[src/rtl/as_gpio_port.sv]
// as_gpio_port: memory-mapped GPIO controller.
//
// Holds the ID, direction and output registers, synchronises pad inputs with
// sticky rising-edge capture, and generates a counted chip-select strobe.
//
// Ports:
//   clk_i      system clock, all state changes on the rising edge
//   rst_i      synchronous active-high reset
//   stb_i      bus transaction request
//   we_i       1 = write, 0 = read (sampled with stb_i)
//   addr_i     register select
//   wdata_i    write data
//   rdata_o    registered read data, valid while ack_o = 1
//   ack_o      one-cycle transaction acknowledge
//   gpio_i     pad input values
//   gpio_o     pad output values
//   gpio_oe_o  pad output enables, 1 = drive
//   cs_o       chip-select / data-valid strobe
//   irq_o      OR of all sticky rise bits
//
// Register map: 0 ID, 1 DIR, 2 OUT, 3 IN, 4 RISE (W1C), 5 CS, others read 0.
module as_gpio_port #(
  parameter int unsigned nr_gpios        = 8,
  parameter int unsigned gpio_addr_width = 3,
  parameter logic [63:0] GPIO_ID         = 64'h81
) (
  input  logic                       clk_i,
  input  logic                       rst_i,
  input  logic                       stb_i,
  input  logic                       we_i,
  input  logic [gpio_addr_width-1:0] addr_i,
  input  logic [63:0]                wdata_i,
  output logic [63:0]                rdata_o,
  output logic                       ack_o,
  input  logic [nr_gpios-1:0]        gpio_i,
  output logic [nr_gpios-1:0]        gpio_o,
  output logic [nr_gpios-1:0]        gpio_oe_o,
  output logic                       cs_o,
  output logic                       irq_o
);

  localparam logic [gpio_addr_width-1:0] AddrId   = gpio_addr_width'(0);
  localparam logic [gpio_addr_width-1:0] AddrDir  = gpio_addr_width'(1);
  localparam logic [gpio_addr_width-1:0] AddrOut  = gpio_addr_width'(2);
  localparam logic [gpio_addr_width-1:0] AddrIn   = gpio_addr_width'(3);
  localparam logic [gpio_addr_width-1:0] AddrRise = gpio_addr_width'(4);
  localparam logic [gpio_addr_width-1:0] AddrCs   = gpio_addr_width'(5);

  typedef enum logic [0:0] {StIdle, StAck} state_t;

  state_t              state;
  state_t              state_next;
  logic [nr_gpios-1:0] dir_reg;
  logic [nr_gpios-1:0] out_reg;
  logic [nr_gpios-1:0] sync1;
  logic [nr_gpios-1:0] sync2;
  logic [nr_gpios-1:0] sync2_d;
  logic [nr_gpios-1:0] rise;
  logic [nr_gpios-1:0] rise_set;
  logic [nr_gpios-1:0] rise_clr;
  logic [nr_gpios-1:0] wmask;
  logic [7:0]          cs_cnt;
  logic [63:0]         rd_val;
  logic                accept;
  logic                wr_en;
  logic                rd_en;
  logic                unused_wdata;

  // A transaction is only accepted from IDLE; the ACK cycle ignores stb_i.
  assign accept = (state == StIdle) && stb_i;
  assign wr_en  = accept && we_i;
  assign rd_en  = accept && !we_i;
  assign wmask  = wdata_i[nr_gpios-1:0];

  // Upper write bits are architecturally ignored.
  assign unused_wdata = ^wdata_i;

  // ---------------------------------------------------------------------------
  // Bus FSM: state register, next-state logic, output logic
  // ---------------------------------------------------------------------------
  always_ff @(posedge clk_i) begin
    if (rst_i) begin
      state <= StIdle;
    end else begin
      state <= state_next;
    end
  end

  always_comb begin
    state_next = state;
    unique case (state)
      StIdle:  if (stb_i) state_next = StAck;
      StAck:   state_next = StIdle;
      default: state_next = StIdle;
    endcase
  end

  always_comb begin
    ack_o = (state == StAck);
  end

  // ---------------------------------------------------------------------------
  // Read mux; unused upper bits stay 0
  // ---------------------------------------------------------------------------
  always_comb begin
    rd_val = '0;
    case (addr_i)
      AddrId:   rd_val                 = GPIO_ID;
      AddrDir:  rd_val[nr_gpios-1:0]   = dir_reg;
      AddrOut:  rd_val[nr_gpios-1:0]   = out_reg;
      AddrIn:   rd_val[nr_gpios-1:0]   = sync2;
      AddrRise: rd_val[nr_gpios-1:0]   = rise;
      AddrCs:   rd_val[7:0]            = cs_cnt;
      default:  rd_val                 = '0;
    endcase
  end

  always_ff @(posedge clk_i) begin
    if (rst_i) begin
      rdata_o <= '0;
    end else if (rd_en) begin
      rdata_o <= rd_val;
    end
  end

  // ---------------------------------------------------------------------------
  // DIR / OUT registers
  // ---------------------------------------------------------------------------
  always_ff @(posedge clk_i) begin
    if (rst_i) begin
      dir_reg <= '0;
      out_reg <= '0;
    end else if (wr_en) begin
      if (addr_i == AddrDir) dir_reg <= wmask;
      if (addr_i == AddrOut) out_reg <= wmask;
    end
  end

  assign gpio_oe_o = dir_reg;
  assign gpio_o    = out_reg;

  // ---------------------------------------------------------------------------
  // Input synchroniser and sticky rising-edge capture
  // ---------------------------------------------------------------------------
  assign rise_set = sync2 & ~sync2_d;
  assign rise_clr = (wr_en && (addr_i == AddrRise)) ? wmask : '0;

  always_ff @(posedge clk_i) begin
    if (rst_i) begin
      sync1   <= '0;
      sync2   <= '0;
      sync2_d <= '0;
      rise    <= '0;
    end else begin
      sync1   <= gpio_i;
      sync2   <= sync1;
      sync2_d <= sync2;
      // Set is OR-ed in after the clear so a coincident edge is never lost.
      rise    <= (rise & ~rise_clr) | rise_set;
    end
  end

  assign irq_o = |rise;

  // ---------------------------------------------------------------------------
  // CS generator: a write reloads the counter, even mid-pulse; 0 stops it.
  // ---------------------------------------------------------------------------
  always_ff @(posedge clk_i) begin
    if (rst_i) begin
      cs_cnt <= '0;
    end else if (wr_en && (addr_i == AddrCs)) begin
      cs_cnt <= wdata_i[7:0];
    end else if (cs_cnt != 8'd0) begin
      cs_cnt <= cs_cnt - 8'd1;
    end
  end

  assign cs_o = (cs_cnt != 8'd0);

endmodule

[config.mk]
export PLATFORM = sky130hd
export DESIGN_NAME = as_gpio_port
export DESIGN_NICKNAME = d
export VERILOG_FILES = /design/src/rtl/as_gpio_port.sv
export SDC_FILE = /design/constraint.sdc
export NUM_CORES = 1
export LEC_CHECK = 0
export CORE_MARGIN = 4
export CORE_UTILIZATION = 36
export DETAILED_ROUTE_END_ITERATION = 10
export HOLD_SLACK_MARGIN = 0.02
export PLACE_DENSITY_LB_ADDON = 0.05
export SLEW_MARGIN = 20
export SYNTH_ARGS = -nofsm -noshare
export SYNTH_HDL_FRONTEND = slang
export SYNTH_SLANG_ARGS = --single-unit
[constraint.sdc]
create_clock -name clk_i -period 1.9 [get_ports clk_i]
set_clock_uncertainty 0.2 [all_clocks]
set_input_delay 0.19 -clock clk_i [delete_from_list [all_inputs] [get_ports clk_i]]
set_output_delay 0.19 -clock clk_i [all_outputs]
set_load 0.05 [all_outputs]
After elaboration in Yosys (flattened, before gate mapping)

Index checks and enable logic that the tools add are counted.

Bits in registers: 65
Output and inout port bits: 83
Bits of input ports: 79
Word-level logic and storage cells: 39

Add/subtract/negate cells: 1
Mux-type cells: 6
Bitwise operators: 6
Eq/ne operators: 5
Reductions and logical operators: 12

Operators by type and width:

| cell                | number |
|---|---|
| $pmux 8 s6          | 1 |
| $mux 8              | 3 |
| $and 8x8->8         | 2 |
| $not 8->8           | 2 |
| $or 8x8->8          | 1 |
| $reduce_bool 8->1   | 1 |
| $reduce_or 8->1     | 1 |
| $sub 8x1->8 const B | 1 |
| $eq 3x2->1 const B  | 2 |
| $eq 3x3->1 const B  | 2 |
| $logic_and 1x1->1   | 5 |
| $reduce_and 2->1    | 2 |
| $eq 3x1->1 const B  | 1 |
| $logic_not 3->1     | 1 |
| $pmux 1 s2          | 1 |
| $reduce_bool 2->1   | 1 |
| $logic_not 1->1     | 1 |
| $mux 1              | 1 |
| $not 1->1           | 1 |

Depth between registers and ports, before layout

Gate-level depths: netlist of run 1.

Depth in word-level cells: 8
Mapped depth: 7

Worst setup path after synthesis of run 1

OpenSTA, ideal clock, no wires.

Path type: reg-to-reg
From: register cs_cnt[0]
To: register cs_cnt[1]
Arrival time: 1.908 ns
Cell stages (with the launch flop): 8
Period minus slack after synthesis: 2.176 ns
Setup slack: -0.276 ns
Required time: 1.633 ns
Path through: dfxtp_1 inv_1 ha_1 or3b_2 or2_0 buf_2 a211o_1 a21oi_2

RTL lines:

| item                        | line | source |
|---|---|---|
| from (decl)                 | 62   | `logic [7:0] cs_cnt;` |
| from (signal assigned)      | 172  | `cs_cnt <= wdata_i[7:0];` |
| from (signal assigned)      | 174  | `cs_cnt <= cs_cnt - 8'd1;` |
| $reduce_bool 8->1           | --   |  |
| named net cs_o              | 38   | `output logic cs_o,` |
| $reduce_bool 2->1 (no line) | --   |  |

The timed path passes the listed nets, and every way through them passes these cells. The select of a mux whose other input is x is not followed.
A chain may end at the register's enable or synchronous reset.

Worst setup path in the final report of run 1

From: register cs_cnt[0]
To: output cs_o

Word-level cells in the longest chain between the ends: 1

RTL lines:

| item              | line | source |
|---|---|---|
| $reduce_bool 8->1 | 178  | `assign cs_o = (cs_cnt != 8'd0);` |
| to (decl)         | 38   |  |

Every way passes these cells.

==> PnR_summary.wiki, run 1 <==
{| class="wikitable"
! Metric !! Value
|-
| Outcome || finished, violations left
|-
| Violations in the final reports || setup timing
|-
| First-pass GRT wire length || 12400 um
|-
| Chip height || roughly 100 um
|-
| Starting density of the core || 0.375
|-
| Total Routing Usage GR || 0.159
|-
| Worst min path class || in -> reg
|-
| Worst path max stage delay || 0.37 ns
|-
| Endpoint of the worst register-to-register path || cs_cnt[1]
|-
| Sequential cell area || 1310 sq um
|-
| Pin slew with the least headroom to its limit || 0.502 ns
|-
| Worst setup slack after layout || -0.234 ns
|-
| Antenna violations before repair || 0
|-
| Min-Delay Path Depth || 2
|-
| Detail-routed net length per standard cell || around 15 um
|-
| Sequential area share after synthesis || 0.416
|-
| Number of buffers inserted during clock tree synthesis || 9
|-
| Via count of the first global-routing pass || about 2300
|-
| Max-capacitance violation count || 0
|-
| Netlist area before placement || 3130 sq um
|-
| Largest buffer count on any clock path || 2
|-
| Slowest CP cell || or3b_4
|-
| Fin. Hold Viols || 0
|-
| Remaining Overflow, GRT || 0
|-
| Post-synthesis area per instance || 8.91 sq um
|-
| Commonest cells after routing, fill and taps aside || buf_4 (68), dfxtp_1 (62), conb_1 (56)
|-
| CTS Root Buffer Type || clkbuf_8
|-
| Number of flops mapped to enable cells by yosys || 0
|-
| CTS clk-pin slew, worst paths || roughly 0.080 ns
|-
| Cell Area, Placed || approximately 3700 sq um
|-
| Area of combinational cells with multiple inputs || 1560 sq um
|-
| Area of the core || 8340 sq um
|-
| Post-route non-filler standard cell count || 548
|-
| Power density over cell area || ~1200 nW/um^2
|-
| Layout cells sized above 1 || 0.239
|-
| ANT cells || 0
|-
| Min Tclk post-route || 2.13 ns
|-
| Filler instances || 822
|-
| CP delay by family, top || simple AND/OR/NAND/NOR gates
|-
| Critical path data required time || between 1.5 and 2 ns
|-
| Detailed router's first-iteration violation count || between 90 and 100
|-
| End of the worst hold path || sync1[7]
|-
| Reg-to-Reg Start || cs_cnt[2]
|-
| Setup slack of the most critical reg-to-reg path || ~0.010 ns
|-
| Element type at the critical path start || register
|-
| Num ports || 162
|-
| Hold path startpoint || gpio_i[7]
|-
| Cell area after layout || 4050 sq um
|-
| Most used flip-flop cell after synthesis || dfxtp_1
|-
| Achievable clock frequency || 469 MHz
|-
| Port Buffer Count || 49
|-
| Vias after detailed routing || between 2000 and 2500
|-
| Count of distinct cell types in the synthesized netlist || 44
|-
| Synthesis warning total || 0
|-
| Largest fanout on the critical path || 2
|-
| Commonest non-fill, non-tap cell in the layout || buf_4
|-
| Number of standard cells after synthesis || 351
|-
| Detailed-route vias per instance || 4.55
|-
| Dpl cells || about 520
|-
| Maximum resistive drop on vdd || 0.468 mV
|-
| First-pass iteration count of the detailed router || 4
|-
| Clock latency reported for the late side of the worst-skew pair || between 0.3 and 0.4 ns
|-
| Layout overhead on the synthesized area || 29.4%
|-
| R2R cell count || 6
|-
| Critical path class || reg -> out
|-
| Sum of buffers and inverters on the critical path || 3
|-
| Share of synthesized registers carrying an async set or reset || 0
|-
| TritonCTS clock tree || done
|-
| Max-slew headroom at the worst pin || 0.665
|-
| Final net count || 519
|-
| Final wirelength || around 8000 um
|-
| Number of sinks on the clock net || 65
|-
| Final number of setup-violating endpoints || 1
|-
| X dimension of the die || roughly 100 um
|-
| Placer congestion estimate || roughly 0.86
|-
| Placement row count || 33
|-
| Capturing element type of the critical path || output port
|-
| Number of nets still failing antenna checks after routing || 0
|-
| Number of levels the H-tree was split into || 3
|-
| Yosys reg bits || 65
|-
| DRC || 0
|-
| Critical-path cell list || inv_2 > ha_4 > or3b_4 > or2_4 > buf_6 > buf_8
|-
| Data arrival at the endpoint of the critical path || 1.74 ns
|-
| RSZ-0062 raised after global routing || yes
|-
| Worst setup path start || cs_cnt[0]
|-
| Dpl hpwl || between 5000 and 6000 um
|-
| Final period utilization || 1.12
|-
| Final Max Tran Viols || 0
|-
| Largest net degree at the start of global routing || 27
|-
| Lkg Pwr || 1.78 nW
|-
| Die Footprint || slightly above 10000 sq um
|}
## per-stage QoR
step                 util  setup WS [ns]  setup TNS (ns)  hold slack, ns  total power, mW
global placement    0.444         -0.122           -1.75           0.216             3.14
detailed placement  0.444        -0.0949           -1.54           0.227             3.15
finish              0.485         -0.234          -0.234           0.201             4.78
global route        0.485         -0.301          -0.468           0.184             5.04
CTS                 0.480         -0.264          -0.264           0.181             4.70
floorplan               -        -0.0670         -0.0670          0.0993             2.80
## per-layer routing
metal | wire (um) | global-route usage | up-vias
met5 | 0 | 0 | -
met4 | 70 | 0.0521 | 0
met3 | 479 | 0.0344 | 7
met2 | 3690 | 0.245 | 82
met1 | 3820 | 0.220 | 1147
li1 | - | - | 1259
## power by group
part	leakage, nW	internal, mW	switching, mW
registers	0.533	1.49	0.0910
logic	1.14	0.837	1.01
clock network	0.105	0.776	0.574
## Yosys cell counts (all sizes together) (3+ instances only)
master,n,share of area
dfxtp,65,0.42
buf,61,0.14
nor2b,32,0.064
nor2,23,0.028
mux2i,20,0.064
nand2,19,0.023
a21oi,18,0.030
nand2b,14,0.028
clkbuf,13,0.016
nand3,11,0.018
a311oi,7,0.020
inv,7,0.0084
nor3,6,0.0096
o21ai,6,0.0096
o22ai,5,0.010
nor4,4,0.0080
a211oi,3,0.0072
nand3b,3,0.0072
nor3b,3,0.0072
## how the worst max path moves through the flow
stage	slack [ns]	endpoint	cells after the start
floorplan	-0.07	cs_cnt[1]	6
global placement	-0.12	gpio_oe_o[3]	7
detailed placement	-0.09	gpio_oe_o[2]	7
CTS	-0.26	cs_o	6
global route	-0.30	cs_o	6
finish	-0.23	cs_o	6
## repair_timing
| action | 4_1_cts | 5_1_grt |
|---|---|---|
| pin swaps | 3 | 6 |
| buffers inserted | 5 | 2 |
| hold buffers | 1 | 0 |
| endpoints found under the hold margin | 2 | 0 |
| endpoints found under the setup margin | 1 | 10 |
| gates resized for setup | 9 | 6 |
## worst reg2reg max path: cells and delay by family, from the launching register on
family	cells	cell delay, ns
buf+inv	2	0.32
compound gates	2	0.21
flops	1	0.32
simple gates	2	0.75
## sequential cells by signal, indices dropped and copies added (netlist names)
register and cells:
rise 8, sync2 8, gpio_oe_o 8, sync2_d 8, sync1 8, rdata_o 8
gpio_o 8, ack_o 1, cs_cnt 8
## area by class of cell
| class | instances | area share |
|---|---|---|
| Sequential cell | 65 | 0.323 |
| Tap cell | 105 | 0.0325 |
| Clock buffer | 10 | 0.0340 |
| Multi-Input combinational cell | 260 | 0.385 |
| Inverter | 7 | 0.00650 |
| Timing Repair Buffer | 95 | 0.196 |
| Clock inverter | 6 | 0.0226 |
## cell families after synthesis
logic type                 count (synthesis)  synth area share
AOI/OAI and AO/OA                         54             0.118
xor gates and xnor gates                   4            0.0112
adders and majority gates                  2           0.00800
buffers and inverters                     81             0.166
DFF                                       65             0.416
muxes                                     22            0.0712
other                                      1           0.00120
and+or+nand+nor                          122             0.208
(Power assumes the default switching activity.)
==> inputs of run 2 (changes only) <==
--- a/config.mk
+++ b/config.mk
@@ -10,6 +10,7 @@
 export DETAILED_ROUTE_END_ITERATION = 10
 export HOLD_SLACK_MARGIN = 0.02
 export PLACE_DENSITY_LB_ADDON = 0.05
+export SETUP_SLACK_MARGIN = 0.4
 export SLEW_MARGIN = 20
 export SYNTH_ARGS = -nofsm -noshare
 export SYNTH_HDL_FRONTEND = slang
==> constraint.sdc (replaced) <==
create_clock -name clk_i -period 1.75 [get_ports clk_i]
set_clock_uncertainty 0.2 [all_clocks]
set_input_delay 0.175 -clock clk_i [delete_from_list [all_inputs] [get_ports clk_i]]
set_output_delay 0.175 -clock clk_i [all_outputs]
set_load 0.05 [all_outputs]
==> PnR_summary.wiki, run 2 (synthesized netlist as in run 1, its figures left out) <==
{| class="wikitable"
! Metric !! Value
|-
| Area of the core || 8340 sq um (unchanged)
|-
| Dpl hpwl || 6210 um (+3.9%)
|-
| CTS Root Buffer Type || clkbuf_8
|-
| Placer congestion estimate || 0.799 (-6.5%)
|-
| Detail-routed net length per standard cell || 15.7 um (+7.1%)
|-
| Remaining Overflow, GRT || 0 (unchanged)
|-
| Hold path startpoint || gpio_i[7]
|-
| Setup slack of the most critical reg-to-reg path || -0.30 ns (-0.31 ns)
|-
| Largest fanout on the critical path || 2 (unchanged)
|-
| Switching power of the nets || 1.98 mW (+18%)
|-
| Hold WS || 0.170 ns (-0.0309 ns)
|-
| Number of buffers inserted during clock tree synthesis || 9 (unchanged)
|-
| Internal Pwr Total || 3.58 mW (+15%)
|-
| Starting density of the core || 0.375 (unchanged)
|-
| Via count of the first global-routing pass || 2491 (+8.1%)
|-
| Layout cells sized above 1 || 0.420 (+0.180)
|-
| Capturing element type of the critical path || output port
|-
| Largest net degree at the start of global routing || 47 (+74%)
|-
| First-pass GRT wire length || 13200 um (+6.5%)
|-
| Worst setup path start || cs_cnt[1]
|-
| Sequential share of power || 0.307 (-0.024)
|-
| Detailed router's first-iteration violation count || 80 (-13%)
|-
| Clk network pwr share || 0.243 (-0.040)
|-
| Commonest non-fill, non-tap cell in the layout || buf_4
|-
| Detailed-routed wire length on met2 || 4320 um (+17%)
|-
| Placement row count || 33 (unchanged)
|-
| Vias after detailed routing || 2648 (+6.1%)
|-
| Num ports || 162 (unchanged)
|-
| Post-route non-filler standard cell count || 565 (+3.1%)
|-
| X dimension of the die || 101 um (unchanged)
|-
| Slowest CP cell || or3b_4
|-
| Outcome || finished, violations left
|-
| Final Max Tran Viols || 0 (unchanged)
|-
| Data arrival at the endpoint of the critical path || 1.75 ns (about the same)
|-
| Detailed-route vias per instance || 4.69 (+2.9%)
|-
| Max-capacitance violation count || 0 (unchanged)
|-
| Detailed route wirelength on metal3 || 563 um (+18%)
|-
| Number of sinks on the clock net || 65 (unchanged)
|-
| TritonCTS clock tree || done
|-
| Largest buffer count on any clock path || 2 (unchanged)
|-
| Worst setup slack after layout || -0.371 ns (-0.138 ns)
|-
| Top layer in use || met4
|-
| Sum of buffers and inverters on the critical path || 3 (unchanged)
|-
| Min Tclk post-route || 2.12 ns
|-
| Clock latency reported for the late side of the worst-skew pair || 0.35 ns (about the same)
|-
| Cell Area, Placed || 3790 sq um (+2.2%)
|-
| Lkg Pwr || 1.98 nW (+11%)
|-
| CP delay by family, top || simple AND/OR/NAND/NOR gates
|-
| Dpl cells || 523 (-0.19%)
|-
| Utilization after layout || 0.558 (+0.0729)
|-
| Maximum resistive drop on vdd || 0.502 mV (+7.2%)
|-
| Sum Neg Setup Slack || -2.14 ns (-1.90 ns)
|-
| Layout overhead on the synthesized area || 48.8%
|-
| Chip height || 101 um (unchanged)
|-
| Number of nets still failing antenna checks after routing || 0 (unchanged)
|-
| First-pass iteration count of the detailed router || 4 (unchanged)
|-
| Element type at the critical path start || register
|-
| Achievable clock frequency || 471 MHz
|-
| Final wirelength || 8890 um (+10%)
|-
| Final number of setup-violating endpoints || 9 (+8)
|-
| Critical path data required time || 1.37 ns (-0.14 ns)
|-
| Violations in the final reports || setup timing
|-
| Filler instances || 783 (-4.7%)
|-
| Sw frac || 0.356 (+0.00507)
|-
| Reg-to-Reg Start || cs_cnt[1]
|-
| Port Buffer Count || 49 (unchanged)
|-
| Pre-CTS setup slack || -0.220 ns (-0.125 ns)
|-
| Final period utilization || 1.21
|-
| Commonest cells after routing, fill and taps aside || buf_4 (59), conb_1 (56), dfxtp_1 (47)
|-
| Critical path class || reg -> out
|-
| Antenna violations before repair || 0 (unchanged)
|-
| Worst path max stage delay || 0.37 ns (about the same)
|-
| Number of levels the H-tree was split into || 3 (unchanged)
|-
| Critical-path cell list || inv_2 > ha_4 > or3b_4 > or2_4 > buf_6 > buf_8
|-
| Worst min path class || in -> reg
|-
| Power share of the combinational group || 0.451 (+0.064)
|-
| Final net count || 536 (+3.3%)
|-
| ANT cells || 0 (unchanged)
|-
| Length of routed wiring on met1 || 3900 um (+2.1%)
|-
| Cell area after layout || 4650 sq um (+15%)
|-
| Die Footprint || 10200 sq um (unchanged)
|-
| Total chip power || 5.56 mW (+16%)
|-
| DRC || 0 (unchanged)
|-
| CTS clk-pin slew, worst paths || 0.08 ns (about the same)
|-
| RSZ-0062 raised after global routing || yes
|-
| Fin. Hold Viols || 0 (unchanged)
|-
| Total Routing Usage GR || 0.170 (+0.0111)
|-
| Power density over cell area || 1190 nW/um^2 (+1.1%)
|}
[run 2: changes by cell type in the layout (fill, tap and decap cells not counted), sizes merged, moves of 2 or more]
cell | previous run | this run
clkinvlp | 3 | 0
buf | 72 | 88
clkdlybuf4s50 | 21 | 18
dlygate4sd2 | 0 | 2
clkinv | 1 | 3
clkbuf | 10 | 13
[run 2: per-layer routing]
layer | track usage | up-vias
li1 | - | 1298
met3 | 0.0455 | 12
met2 | 0.279 | 86
met5 | 0 | -
met4 | 0.0521 | 0
met1 | 0.219 | 1252
[run 2: final cells by class]
cell class,instances,area [sq um],share of cell area
Multi-Input combinational cell,260,1900,0.407
Clock buffer,11,151,0.0325
Tap cell,105,131,0.0282
Sequential cell,65,1330,0.286
Timing Repair Buffer,112,1060,0.227
Inverter,7,26.3,0.00565
Clock inverter,5,61.3,0.0132
[run 2: repair_timing]
action / in CTS / in global routing
endpoints found under the hold margin: 6 / 0
gates resized for setup: 67 / 43
setup buffers: 17 / 6
gates cloned: 2 / 0
hold buffers: 1 / 0
pin swaps: 23 / 23
endpoints found under the setup margin: 43 / 47
[run 2: power groups by stage]
stage	sequential, mW	combinational [mW]	clock (mW)
2_1_floorplan	1.79	1.26	0
3_3_place_gp	1.72	1.74	0
3_5_place_dp	1.72	1.75	0
4_1_cts	1.69	2.29	1.38
6_report	1.70	2.50	1.35
5_1_grt	1.71	2.69	1.44
[run 2: final timing paths]
path | to | depth (start not counted)
setup / recovery | cs_o | 6
hold / removal | sync1[7] | 2
setup reg to reg | cs_cnt[6] | 10
hold reg to reg | sync2[7] | 1
[run 2: worst reg2reg max path: cells and delay by family (launching register included)]
| family | cells | cell delay, ns |
|---|---|---|
| flip-flops | 1 | 0.32 |
| AO/OA/AOI/OAI | 1 | 0.07 |
| buffers and inverters | 5 | 0.53 |
| AND/OR/NAND/NOR | 3 | 0.67 |
| adder cells (fa/ha/maj) | 1 | 0.13 |
==> inputs of run 3 (changes only) <==
--- a/config.mk
+++ b/config.mk
@@ -15,3 +15,4 @@
 export SYNTH_ARGS = -nofsm -noshare
 export SYNTH_HDL_FRONTEND = slang
 export SYNTH_SLANG_ARGS = --single-unit
+export TNS_END_PERCENT = 20
==> PnR_summary.wiki, run 3 (synthesized netlist as in run 1, its figures left out) <==
{| class="wikitable"
! Metric !! Value
|-
| Power density over cell area || 1150 nW/um^2 (-3.7%)
|-
| Final period utilization || 1.15 (-0.0594)
|-
| Remaining Overflow, GRT || 0 (unchanged)
|-
| Lkg Pwr || 1.88 nW (-4.9%)
|-
| Largest fanout on the critical path || 2 (unchanged)
|-
| Internal Pwr Total || 3.26 mW (-9.1%)
|-
| TritonCTS clock tree || done
|-
| Detailed router's first-iteration violation count || 71 (-11%)
|-
| Number of buffers inserted during clock tree synthesis || 9 (unchanged)
|-
| Largest net degree at the start of global routing || 36 (-23%)
|-
| Outcome || finished, violations left
|-
| Final Max Tran Viols || 0 (unchanged)
|-
| Detail-routed net length per standard cell || 15.7 um (about the same)
|-
| Clk network pwr share || 0.224 (-0.019)
|-
| Worst path max stage delay || 0.38 ns (about the same)
|-
| Commonest cells after routing, fill and taps aside || conb_1 (56), buf_4 (56), dfxtp_1 (50)
|-
| ANT cells || 0 (unchanged)
|-
| Final wirelength || 8740 um (-1.8%)
|-
| Vias after detailed routing || 2582 (-2.5%)
|-
| Element type at the critical path start || register
|-
| Starting density of the core || 0.375 (unchanged)
|-
| Chip height || 101 um (unchanged)
|-
| First-pass iteration count of the detailed router || 4 (unchanged)
|-
| Maximum resistive drop on vdd || 0.632 mV (+26%)
|-
| First-pass GRT wire length || 13200 um (+0.74%)
|-
| Worst min path class || in -> reg
|-
| Number of sinks on the clock net || 65 (unchanged)
|-
| Data arrival at the endpoint of the critical path || 1.64 ns (-0.11 ns)
|-
| Placement row count || 33 (unchanged)
|-
| Fin. Hold Viols || 0 (unchanged)
|-
| Largest buffer count on any clock path || 2 (unchanged)
|-
| Port Buffer Count || 49 (unchanged)
|-
| Antenna violations before repair || 0 (unchanged)
|-
| Via count of the first global-routing pass || 2389 (-4.1%)
|-
| Sum Neg Setup Slack || -1.18 ns (+0.963 ns)
|-
| Layout cells sized above 1 || 0.404 (-0.0151)
|-
| Violations in the final reports || setup timing
|-
| Placer congestion estimate || 0.779 (-2.5%)
|-
| Critical path class || reg -> out
|-
| Slowest CP cell || or3b_4
|-
| Sequential share of power || 0.330 (+0.023)
|-
| Total Routing Usage GR || 0.169 (-0.00107)
|-
| Number of nets still failing antenna checks after routing || 0 (unchanged)
|-
| Sum of buffers and inverters on the critical path || 2 (-1)
|-
| Capturing element type of the critical path || output port
|-
| DRC || 0 (unchanged)
|-
| Cell area after layout || 4490 sq um (-3.6%)
|-
| CTS Root Buffer Type || clkbuf_8
|-
| Max-capacitance violation count || 0 (unchanged)
|-
| Switching power of the nets || 1.91 mW (-3.6%)
|-
| Cell Area, Placed || 3780 sq um (-0.30%)
|-
| Critical-path cell list || inv_2 > ha_4 > or3b_4 > or2_4 > buf_8
|-
| Hold WS || 0.0427 ns (-0.128 ns)
|-
| Post-route non-filler standard cell count || 555 (-1.8%)
|-
| Layout overhead on the synthesized area || 43.5%
|-
| Num ports || 162 (unchanged)
|-
| Critical path data required time || 1.37 ns (about the same)
|-
| Detailed-route vias per instance || 4.65 (-0.74%)
|-
| RSZ-0062 raised after global routing || yes
|-
| Dpl hpwl || 6410 um (+3.3%)
|-
| X dimension of the die || 101 um (unchanged)
|-
| CP delay by family, top || simple AND/OR/NAND/NOR gates
|-
| Dpl cells || 530 (+1.3%)
|-
| Number of levels the H-tree was split into || 3 (unchanged)
|-
| Clock latency reported for the late side of the worst-skew pair || 0.34 ns (about the same)
|-
| Power share of the combinational group || 0.446 (-0.005)
|-
| Min Tclk post-route || 2.02 ns (-0.104 ns)
|-
| Worst setup slack after layout || -0.268 ns (+0.104 ns)
|-
| Achievable clock frequency || 496 MHz (+5.2%)
|-
| Total chip power || 5.16 mW (-7.1%)
|-
| Area of the core || 8340 sq um (unchanged)
|-
| Final net count || 526 (-1.9%)
|-
| Final number of setup-violating endpoints || 9 (unchanged)
|-
| Sw frac || 0.369 (+0.0135)
|-
| CTS clk-pin slew, worst paths || 0.07 ns (about the same)
|-
| Die Footprint || 10200 sq um (unchanged)
|}
## run 3: cell types whose count changed in the layout (fill, tap and decap cells not counted), moves of 2 or more
cell     delta
nor3b_4     -2
nand3_2     -4
a21oi_1     -2
buf_4       -3
nand2_1     -5
nand3_1     +5
dfxtp_2     -3
nand2_4     +5
a21oi_2     +2
nor3b_2     +2
buf_6       -6
nor2_1      -2
dfxtp_1     +3
## run 3: power groups by stage
stage	Combinational (mW)	Clock (mW)	Sequential, mW
2_1_floorplan	1.24	0	1.79
3_3_place_gp	1.75	0	1.72
3_5_place_dp	1.76	0	1.72
4_1_cts	2.07	1.19	1.70
5_1_grt	2.46	1.28	1.72
6_report	2.30	1.16	1.71
## run 3: what timing repair did
item,in CTS,in global routing
hold buffers,1,0
resized for setup,46,80
setup buffers,6,2
setup endpoints to repair,44,51
hold endpoints to repair,1,0
pin swaps,35,57
## run 3: worst paths after layout
path,cells after the start,slack (ns),startpoint,endpoint
max,5,-0.27,cs_cnt[1],cs_o
min,2,0.04,rst_i,sync2_d[7]
max reg2reg,9,-0.21,cs_cnt[1],cs_cnt[0]
min reg2reg,1,0.24,sync1[4],sync2[4]
## run 3: area by class of cell
type / count / area [sq um]
fill: 778 / 3850
multi-input combinational: 260 / 1890
sequential: 65 / 1330
timing repair buffer: 102 / 931
clock buffer: 10 / 138
tap: 105 / 131
clock inverter: 6 / 41.3
inverter: 7 / 26.3
## run 3: per-stage QoR
| step | setup WS [ns] | utilization |
|---|---|---|
| after floorplan | -0.217 | - |
| after global placement | -0.265 | 0.453 |
| after detailed placement | -0.340 | 0.453 |
| after CTS | -0.280 | 0.499 |
| after global routing | -0.332 | 0.538 |
| final | -0.268 | 0.538 |
## run 3: metal layers
layer,track usage,part of all wire,wire [um],up-vias
met3,0.0503,0.069,600,8
met4,0.0337,0.0095,83,0
li1,-,-,-,1276
met2,0.263,0.47,4070,86
met1,0.234,0.46,3980,1212
met5,0,0,0,-
